==> config.mk <==
export PLATFORM = sky130hd
export DESIGN_NAME = uart8_cpu_oci_trace_capture_flat
export DESIGN_NICKNAME = d
export VERILOG_FILES = /design/src/rtl/uart8_cpu_oci_trace_capture_pkg.sv /design/src/rtl/uart8_cpu_oci_trace_capture_if.sv /design/src/rtl/uart8_cpu_oci_trace_ram.sv /design/src/rtl/uart8_cpu_oci_trace_capture.sv /design/src/flat_wrapper.sv
export SDC_FILE = /design/constraint.sdc
export NUM_CORES = 1
export LEC_CHECK = 0
export CORE_MARGIN = 2
export CORE_UTILIZATION = 62
export CTS_CLUSTER_DIAMETER = 100
export DETAILED_ROUTE_END_ITERATION = 6
export GPL_ROUTABILITY_DRIVEN = 0
export HOLD_SLACK_MARGIN = 0.03
export PLACE_DENSITY = 0.81
export SETUP_SLACK_MARGIN = 0.05
export SLEW_MARGIN = 20
export SYNTH_ARGS = -nofsm -noshare
export SYNTH_HDL_FRONTEND = slang
export SYNTH_SLANG_ARGS = --single-unit
==> constraint.sdc <==
create_clock -name clk -period 9.7 [get_ports clk]
set_input_delay 1.94 -clock clk [delete_from_list [all_inputs] [get_ports clk]]
set_output_delay 1.94 -clock clk [all_outputs]
set_load 0.1 [all_outputs]
==> src/rtl/uart8_cpu_oci_trace_capture_pkg.sv <==
// Shared definitions for the uart8 OCI trace-capture slice.
// Holds the FSM state encoding, the pointer-width helper and the rd_data field layout.
package uart8_cpu_oci_trace_capture_pkg;

    typedef enum logic [1:0] {
        ST_CAPTURE = 2'd0,
        ST_DRAIN   = 2'd1,
        ST_ENDED   = 2'd2
    } trace_state_e;

    // rd_data is packed {count, buffer}; the buffer sits at bit 0.
    localparam int unsigned RD_BUF_LSB = 0;

    // Bits needed to address 'value' entries (value >= 2).
    function automatic int unsigned clog2(input int unsigned value);
        int unsigned bits;
        bits = 0;
        for (int unsigned w = 1; w < value; w = w << 1) begin
            bits = bits + 1;
        end
        return bits;
    endfunction

    // The count field starts right above the buffer field.
    function automatic int unsigned rd_cnt_lsb(input int unsigned frame_w);
        return RD_BUF_LSB + frame_w;
    endfunction

endpackage

==> src/rtl/uart8_cpu_oci_trace_capture_if.sv <==
// Trace bus between the OCI packer / host readout and the capture buffer.
// master: drives dct_* frames and rd_ready, observes rd_valid/rd_data.
// slave : the capture buffer.
interface uart8_cpu_oci_trace_capture_if
    import uart8_cpu_oci_trace_capture_pkg::*;
#(
    parameter int unsigned FRAME_W = 30,
    parameter int unsigned CNT_W   = 4
);
    logic                     dct_valid;
    logic [FRAME_W-1:0]       dct_buffer;
    logic [CNT_W-1:0]         dct_count;
    logic                     rd_valid;
    logic                     rd_ready;
    logic [CNT_W+FRAME_W-1:0] rd_data;

    modport master (
        output dct_valid, dct_buffer, dct_count, rd_ready,
        input  rd_valid, rd_data
    );

    modport slave (
        input  dct_valid, dct_buffer, dct_count, rd_ready,
        output rd_valid, rd_data
    );
endinterface

==> src/rtl/uart8_cpu_oci_trace_ram.sv <==
// Simple dual-port frame store: one synchronous write port, asynchronous read.
// Ports: clk, we/waddr/wdata (write), raddr/rdata (show-ahead read).
// Contents are intentionally not reset so the array can map onto block RAM.
module uart8_cpu_oci_trace_ram #(
    parameter int unsigned DEPTH = 16,
    parameter int unsigned WIDTH = 34,
    parameter int unsigned AW    = 4
) (
    input  logic             clk,
    input  logic             we,
    input  logic [AW-1:0]    waddr,
    input  logic [WIDTH-1:0] wdata,
    input  logic [AW-1:0]    raddr,
    output logic [WIDTH-1:0] rdata
);
    logic [WIDTH-1:0] mem [DEPTH];

    always_ff @(posedge clk) begin
        if (we) begin
            mem[waddr] <= wdata;
        end
    end

    assign rdata = mem[raddr];
endmodule

==> src/rtl/uart8_cpu_oci_trace_capture.sv <==
// Circular capture buffer for uart8 OCI DCT trace frames with end-of-test drain handshake.
// Ports: clk, reset_n (async active-low), bus (slave: dct_* in, rd_* out),
//        test_ending (in), fill_level, overflow_cnt, capturing, test_has_ended (out).
module uart8_cpu_oci_trace_capture
    import uart8_cpu_oci_trace_capture_pkg::*;
#(
    parameter int unsigned FRAME_W   = 30,
    parameter int unsigned CNT_W     = 4,
    parameter int unsigned DEPTH     = 16,
    parameter int unsigned WRAP_MODE = 0,
    parameter int unsigned OVF_W     = 16
) (
    input  logic                        clk,
    input  logic                        reset_n,
    uart8_cpu_oci_trace_capture_if.slave bus,
    input  logic                        test_ending,
    output logic [clog2(DEPTH):0]       fill_level,
    output logic [OVF_W-1:0]            overflow_cnt,
    output logic                        capturing,
    output logic                        test_has_ended
);
    localparam int unsigned PTR_W   = clog2(DEPTH);
    localparam int unsigned FILL_W  = PTR_W + 1;
    localparam int unsigned DATA_W  = CNT_W + FRAME_W;
    localparam int unsigned CNT_LSB = rd_cnt_lsb(FRAME_W);

    trace_state_e      state;
    logic [PTR_W-1:0]  wr_ptr;
    logic [PTR_W-1:0]  rd_ptr;
    logic [FILL_W-1:0] fill_q;
    logic [DATA_W-1:0] wdata_c;
    logic [DATA_W-1:0] ram_rdata_c;

    logic empty_c, full_c, push_c, pop_c, lost_c, we_c, overwrite_c;

    // Handshake decode; everything here derives from registers or the producer inputs.
    always_comb begin
        empty_c     = (fill_q == '0);
        full_c      = (fill_q == FILL_W'(DEPTH));
        push_c      = bus.dct_valid && (bus.dct_count != '0) && (state == ST_CAPTURE);
        pop_c       = !empty_c && bus.rd_ready;
        lost_c      = push_c && full_c && !pop_c;
        overwrite_c = lost_c && (WRAP_MODE != 0);
        we_c        = push_c && (!lost_c || (WRAP_MODE != 0));
    end

    // Frame packing into {count, buffer}.
    always_comb begin
        wdata_c                        = '0;
        wdata_c[RD_BUF_LSB +: FRAME_W] = bus.dct_buffer;
        wdata_c[CNT_LSB +: CNT_W]      = bus.dct_count;
    end

    uart8_cpu_oci_trace_ram #(
        .DEPTH (DEPTH),
        .WIDTH (DATA_W),
        .AW    (PTR_W)
    ) u_ram (
        .clk   (clk),
        .we    (we_c),
        .waddr (wr_ptr),
        .wdata (wdata_c),
        .raddr (rd_ptr),
        .rdata (ram_rdata_c)
    );

    // Pointers, occupancy and overflow counter.
    always_ff @(posedge clk or negedge reset_n) begin
        if (!reset_n) begin
            wr_ptr       <= '0;
            rd_ptr       <= '0;
            fill_q       <= '0;
            overflow_cnt <= '0;
        end else begin
            if (we_c) begin
                wr_ptr <= wr_ptr + PTR_W'(1);
            end
            // An overwrite retires the oldest entry just like a pop.
            if (pop_c || overwrite_c) begin
                rd_ptr <= rd_ptr + PTR_W'(1);
            end
            if (we_c && !overwrite_c && !pop_c) begin
                fill_q <= fill_q + FILL_W'(1);
            end else if (pop_c && !we_c) begin
                fill_q <= fill_q - FILL_W'(1);
            end
            if (lost_c && (overflow_cnt != '1)) begin
                overflow_cnt <= overflow_cnt + OVF_W'(1);
            end
        end
    end

    // Capture / drain / ended sequencing; ENDED holds until reset.
    always_ff @(posedge clk or negedge reset_n) begin
        if (!reset_n) begin
            state <= ST_CAPTURE;
        end else begin
            case (state)
                ST_CAPTURE: if (test_ending) state <= ST_DRAIN;
                ST_DRAIN:   if (empty_c && !push_c) state <= ST_ENDED;
                ST_ENDED:   state <= ST_ENDED;
                default:    state <= ST_CAPTURE;
            endcase
        end
    end

    // Stale RAM contents never leak out while the buffer is empty.
    assign bus.rd_valid   = !empty_c;
    assign bus.rd_data    = empty_c ? '0 : ram_rdata_c;
    assign fill_level     = fill_q;
    assign capturing      = (state == ST_CAPTURE);
    assign test_has_ended = (state == ST_ENDED);
endmodule

==> src/flat_wrapper.sv <==
// flat-port wrapper written by rule: the top's interface ports become plain ports
module uart8_cpu_oci_trace_capture_flat import uart8_cpu_oci_trace_capture_pkg::*;
#(
    parameter int unsigned FRAME_W   = 30,
    parameter int unsigned CNT_W     = 4,
    parameter int unsigned DEPTH     = 16,
    parameter int unsigned WRAP_MODE = 0,
    parameter int unsigned OVF_W     = 16
)
  (clk, reset_n, test_ending, fill_level, overflow_cnt, capturing, test_has_ended, bus_dct_valid, bus_dct_buffer, bus_dct_count, bus_rd_ready, bus_rd_valid, bus_rd_data);
  uart8_cpu_oci_trace_capture_if #(.FRAME_W(FRAME_W), .CNT_W(CNT_W)) bus_i ();
  input  logic clk;
  input  logic reset_n;
  input  logic test_ending;
  output logic [clog2(DEPTH):0] fill_level;
  output logic [OVF_W-1:0] overflow_cnt;
  output logic capturing;
  output logic test_has_ended;
  input wire logic [$bits(bus_i.dct_valid)-1:0] bus_dct_valid;
  input wire logic [$bits(bus_i.dct_buffer)-1:0] bus_dct_buffer;
  input wire logic [$bits(bus_i.dct_count)-1:0] bus_dct_count;
  input wire logic [$bits(bus_i.rd_ready)-1:0] bus_rd_ready;
  output wire logic [$bits(bus_i.rd_valid)-1:0] bus_rd_valid;
  output wire logic [$bits(bus_i.rd_data)-1:0] bus_rd_data;
  assign bus_i.dct_valid = bus_dct_valid;
  assign bus_i.dct_buffer = bus_dct_buffer;
  assign bus_i.dct_count = bus_dct_count;
  assign bus_i.rd_ready = bus_rd_ready;
  assign bus_rd_valid = bus_i.rd_valid;
  assign bus_rd_data = bus_i.rd_data;
  uart8_cpu_oci_trace_capture #(.FRAME_W(FRAME_W), .CNT_W(CNT_W), .DEPTH(DEPTH), .WRAP_MODE(WRAP_MODE), .OVF_W(OVF_W)) u_core (.clk(clk), .reset_n(reset_n), .bus(bus_i), .test_ending(test_ending), .fill_level(fill_level), .overflow_cnt(overflow_cnt), .capturing(capturing), .test_has_ended(test_has_ended));
endmodule
==> results of run 1 <==
[per-stage QoR]
step	power, mW	util
CTS	8.47	0.724
floorplan	5.54	-
global route	8.69	0.725
global placement	6.23	0.673
detailed placement	6.28	0.673
finish	8.43	0.725
[cells by family (layout without fill, tap and decap cells)]
family	after synthesis	after routing	synth area share
XOR/XNOR	25	25	0.00983
AO/OA/AOI/OAI	44	44	0.0128
AND/OR/NAND/NOR	73	73	0.0177
flip-flops	575	575	0.768
multiplexers	209	209	0.171
adder cells (fa/ha/maj)	15	15	0.00876
buffers and inverters	66	234	0.0122
[routing by layer]
layer	routed length (um)	vias to the layer above	track usage
met5	0	-	0
met4	1350	0	0.0848
met3	3550	100	0.0443
met2	24500	513	0.432
met1	17800	5624	0.351
li1	-	4437	-
[cells in the mapped netlist (2+ instances only)]
master,count
a21o_1,2
a21oi_1,3
and2_1,8
and3_1,3
buf_2,13
clkbuf_1,37
dfrtp_1,31
edfxtp_1,544
ha_1,14
inv_1,13
mux2_1,4
mux2i_1,69
mux4_2,136
nand2_1,16
nand2b_1,3
nand3_1,6
nand4_1,9
nor2_1,12
nor3b_1,3
nor4_1,6
o21ai_0,3
o22ai_1,34
or2_1,3
or4_4,2
xnor2_1,20
xor2_1,5
[sequential cells by signal, indices dropped and copies added, names as in the netlist]
signal,count
u_core.rd_ptr,4
u_core.u_ram.mem,544
u_core.fill_level,5
u_core.overflow_cnt,16
u_core.state,2
u_core.wr_ptr,4
[where the power goes]
| group | switching (mW) | leakage (nW) | internal (mW) | total [mW] |
|---|---|---|---|---|
| Combinational | 2.14 | 2.21 | 1.08 | 3.23 |
| Clock | 0.895 | 0.888 | 1.28 | 2.18 |
| Sequential | 0.163 | 5.30 | 2.86 | 3.02 |
| Total | 3.20 | 8.39 | 5.22 | 8.43 |
[layout make-up]
type                       instances  share of cell area
sequential                       575               0.665
multi-input combinational        366               0.193
clock buffer                      65              0.0566
timing repair buffer             121              0.0459
tap                              461              0.0224
clock inverter                    34              0.0147
inverter                          14             0.00204
[worst min path at each step]
stage / from / end / slack, ns / depth (start not counted)
floorplan: u_core.rd_ptr[2] / u_core.rd_ptr[2] / 0.48 / 1
global placement: u_core.overflow_cnt[14] / u_core.overflow_cnt[14] / 0.48 / 1
detailed placement: u_core.overflow_cnt[14] / u_core.overflow_cnt[14] / 0.49 / 1
CTS: u_core.overflow_cnt[11] / u_core.overflow_cnt[11] / 0.51 / 1
global route: u_core.overflow_cnt[13] / u_core.overflow_cnt[13] / 0.53 / 1
finish: u_core.overflow_cnt[14] / u_core.overflow_cnt[14] / 0.50 / 1
[cell usage in the layout, fill, tap and decap left out, drive strengths merged, types with 2 or more instances in the layout]
cell,synthesis,layout
clkinvlp,0,5
buf,15,25
clkdlybuf4s50,0,96
o22ai,34,34
mux2,4,4
mux2i,69,69
nand3,6,6
clkinv,0,20
a21o,2,2
nor3b,3,3
nor2,12,12
and3,3,3
xor2,5,5
nand2,16,16
o21ai,4,4
bufinv,0,8
inv,14,15
nor4,6,6
edfxtp,544,544
or4,2,2
clkbuf,37,65
dfrtp,31,31
xnor2,20,20
and2,8,8
ha,14,14
or2,3,3
nand4,9,9
a21oi,3,3
nand2b,3,3
mux4,136,136
==> flow_summary.toml, run 1 <==
[setup_path]
cp_cell_sequence = "buf_16, buf_4, mux4_2, mux2i_1, o22ai_1, clkdlybuf4s50_1"
startpoint = "u_core.rd_ptr[1]"
r2r_start = "u_core.state[0]"
critPathTopFamily = "buffers and inverters"
critPathCaptureType = "output port"
worst-path-stages = 6
worstPathRequired_ns = 7.76
slowest_delay_ns = 1.22
crit_end = "bus_rd_data[31]"
crit_arrival_ns = 4.50
r2r_slack_ns = 6.42
start_kind = "flip-flop"
crit_slowest_cell = "clkdlybuf4s50_1"
path_buf_inv = 3
rr_worst_depth = 9
rr_endpoint = "u_core.u_ram.mem[13][11]"
worstPathMaxFanout = 63
path_class = "reg -> out"

[timing]
setup_slack_ns = 3.26
slew_viol_final = 0
skew_ns = 0.0156
final_hold_viol_count = 0
finalCriticalPeriod_ns = 6.44
setup_viol = 0
maxSlewHeadroom = 0.214
fin_hold_ws_ns = 0.504
rsz0062_at_grt = "false"
tns_ns = 0
clock.fmax_ghz = 0.155
tightestPinTransition_ns = 1.17
fin_crit_sh = 0.664

[logic_synthesis]
synthFlopType = "edfxtp_1"
synth_area_per_cell_sq_um = 22.1
ys_seq_area_frac = 0.768
synth_cell_types = 34
yosysTopAreaCell = "edfxtp_1"
ys_ff_latch = 575
synth_edf_count = 544
async_reset_ff_frac = 0.0539
yosysWarnings = 0
synth_top_area_frac = 0.733
synth_cells = 1007
synth.area.top_cells = "edfxtp_1, mux4_2, dfrtp_1, mux2i_1, o22ai_1"
syn_nets = 1061
synth_area_sq_um = 22300

[grt]
grt_first_pass_wirelength_um = 71100
grt_pass1_vias = 11468
grt_max_degree = 113
antenna_found_initial = 0
grt.total_usage = 0.258
grt_overflow = 0

[die]
rows = 69
io_pins = 97
initial_core_util = 0.628
fp.dieW_um = 194
die_area_sq_um = 37500
fp.dieH_um = 194
core_area_sq_um = 35500

[clock_tree]
cts.htree.levels = 2
tritoncts = "done"
cts_sinks = 575
post-cts-setup-buffers = 0
cts_resized = 0
insertion_delay_ns = 0.59
cts-root-buf = "clkbuf_16"
clk_pin_slew_ns = 0.06
clockBufferDepth = 3
cts_made_buffers = 55
holdBufCountCts = 0

[placed_design]
dp_worst_setup_slack_ns = 3.66
portBuffers = 96
dpl-instance-area_sq_um = 23900
hpwl_um = 23900
dp_cells = 1536

[cells_and_area]
drive_gt1_frac = 0.228
instances_no_fill = 1636
multi_input_area_sq_um = 4970
seqCellArea_sq_um = 17100
fillers = 1981
diodes = 0
syn_to_final_growth_pct = 15.5
stdcell_area_sq_um = 25700
final_nets = 1187

[routing]
vias = 10674
ant_nets = 0
via_per_inst = 6.52
wl_per_cell_um = 28.8
first_iter_violations = 1022
drt_wl_total_um = 47200
drt_pass1_iterations = 5
drc = 0

[outcome]
status = "complete, no violations"

[power_and_ir_drop]
power.density_nw_per_um2 = 327
peakVddDrop_uv = 443
p_leak_nw = 8.39

[flow_run]
cap_violations = 0

[min_path]
worstHoldPathType = "reg -> reg"
Power figures use the tool's default switching activity.
==> run 2, diff against run 1 <==
CORE_UTILIZATION = 54   (was 62)
PLACE_DENSITY = 0.75   (was 0.81)
clock period = 5.5 ns   (was 9.7 ns; I/O delays follow)
==> run 2 against run 1 <==
  * First-iteration DRC count fell by 15%
  * Clock power is 70% higher
  * Register-to-register slack got worse by 4.0 ns
  * Setup slack worse by 2.7 ns
  * Utilization shrank 8.3 points
  * Total power is 79% higher
  * Sequential cell count did not move
  * Critical path depth down 1
  * Largest cell class unchanged
  * Highest routed layer is now met5
==> flow_summary.toml, run 2 (synthesis gave the netlist of run 1 again) <==
[routing]
drt_pass1_iterations = 5
drt_wl_total_um = 45100
ant_nets = 0
vias = 10430
first_iter_violations = 865
wl_per_cell_um = 26.1
via_per_inst = 6.03
drc = 0

[cells_and_area]
top_register = "u_core.u_ram.mem"
stdcell_area_sq_um = 26100
finalCoreUtilization = 0.642
drive_gt1_frac = 0.273
final_common_cell = "edfxtp_1"
fillers = 2735
instances_no_fill = 1731
syn_to_final_growth_pct = 17.4
largest_reg_flops = 544
diodes = 0
final_nets = 1207
mostFrequentLayoutCells = "edfxtp_1, mux4_2, clkdlybuf4s50_1"

[clock_tree]
insertion_delay_ns = 0.62
tritoncts = "done"
cts-root-buf = "clkbuf_16"
post-cts-setup-buffers = 0
clk_pin_slew_ns = 0.07
clockBufferDepth = 3
cts_made_buffers = 55
cts_sinks = 575
cts_resized = 0
cts.htree.levels = 2
holdBufCountCts = 0

[timing]
rsz0062_at_grt = "false"
fin_hold_ws_ns = 0.497
tightestPinTransition_ns = 1.02
setup_viol = 0
clock.fmax_ghz = 0.202
final_hold_viol_count = 0
skew_ns = 0.0270
fin_crit_sh = 0.901
slew_viol_final = 0
maxSlewHeadroom = 0.320
finalCriticalPeriod_ns = 4.96

[setup_path]
slowest_delay_ns = 1.02
start_kind = "flip-flop"
critPathTopFamily = "buffers and inverters"
worstPathMaxFanout = 60
path_buf_inv = 2
path_class = "reg -> out"
crit_slowest_cell = "dfrtp_4"
critPathCaptureType = "output port"
crit_arrival_ns = 3.86
cp_cell_sequence = "buf_12, mux4_2, mux2i_1, o22ai_2, clkdlybuf4s50_1"
worstPathRequired_ns = 4.40

[min_path]
worstHoldPathType = "reg -> reg"

[placed_design]
portBuffers = 96
hpwl_um = 26300
dp_cells = 1628
dpl-instance-area_sq_um = 24400

[die]
rows = 74
fp.dieH_um = 207
io_pins = 97
fp.dieW_um = 207
initial_core_util = 0.547
core_area_sq_um = 40700
die_area_sq_um = 42900

[grt]
grt_overflow = 0
grt.total_usage = 0.213
grt_first_pass_wirelength_um = 68200
antenna_found_initial = 2
grt_max_degree = 61
grt_pass1_vias = 10976

[power_and_ir_drop]
p_leak_nw = 8.57
peakVddDrop_uv = 595
power.density_nw_per_um2 = 575

[outcome]
status = "complete, no violations"

[flow_run]
cap_violations = 0
-- run 2: cell count changes in the layout (fill, tap and decap cells not counted), moves of 2 or more --
cell             delta
o22ai_2            +30
o22ai_1            -30
buf_4              +23
clkdlybuf4s50_1     -9
clkinv_8            +3
clkinvlp_4          -2
buf_12              +7
clkbuf_16           -2
clkinv_1            +5
bufinv_16           -3
clkinv_2            +2
-- run 2: through the flow --
step           worst slack [ns]  power, mW  TNS, ns
6_report                  0.542       15.0        0
5_1_grt                   0.351       15.6        0
4_1_cts                   0.451       15.2        0
3_5_place_dp               1.09       11.5        0
3_3_place_gp               1.13       11.4        0
2_1_floorplan            -0.338       9.98   -45.93
-- run 2: final cells by class --
class | instances | area, sq um | share of cell area
flip-flops and latches | 575 | 17100 | 0.655
clock buffers | 62 | 1400 | 0.0536
well taps | 532 | 666 | 0.0255
multi-input cells | 366 | 5150 | 0.197
clock inverters | 41 | 380 | 0.0145
repair buffers | 141 | 1380 | 0.0526
inverters | 14 | 52.6 | 0.00201
-- run 2: per-layer routing --
layer  share of wire  track usage
met5         0.00049            0
met4           0.024       0.0631
met3           0.059       0.0405
met2            0.51        0.352
met1            0.40        0.291
-- run 2: final timing paths --
check	startpoint	to	slack, ns	cells after the start
worst max-delay path	u_core.rd_ptr[1]	bus_rd_data[8]	0.54	5
worst min-delay path	u_core.overflow_cnt[14]	u_core.overflow_cnt[14]	0.50	1
worst max register to register	u_core.state[0]	u_core.u_ram.mem[11][28]	2.38	8
worst min register to register	u_core.overflow_cnt[14]	u_core.overflow_cnt[14]	0.50	1
max in group asynchronous	reset_n	u_core.rd_ptr[0]	4.27	2
min in group asynchronous	reset_n	u_core.overflow_cnt[6]	0.90	2
-- run 2: power breakdown --
part	total, mW	internal, mW	switching [mW]
Sequential	5.41	5.04	0.370
Clock	3.70	2.08	1.62
Combinational	5.93	2.09	3.84
Total	15.0	9.21	5.83
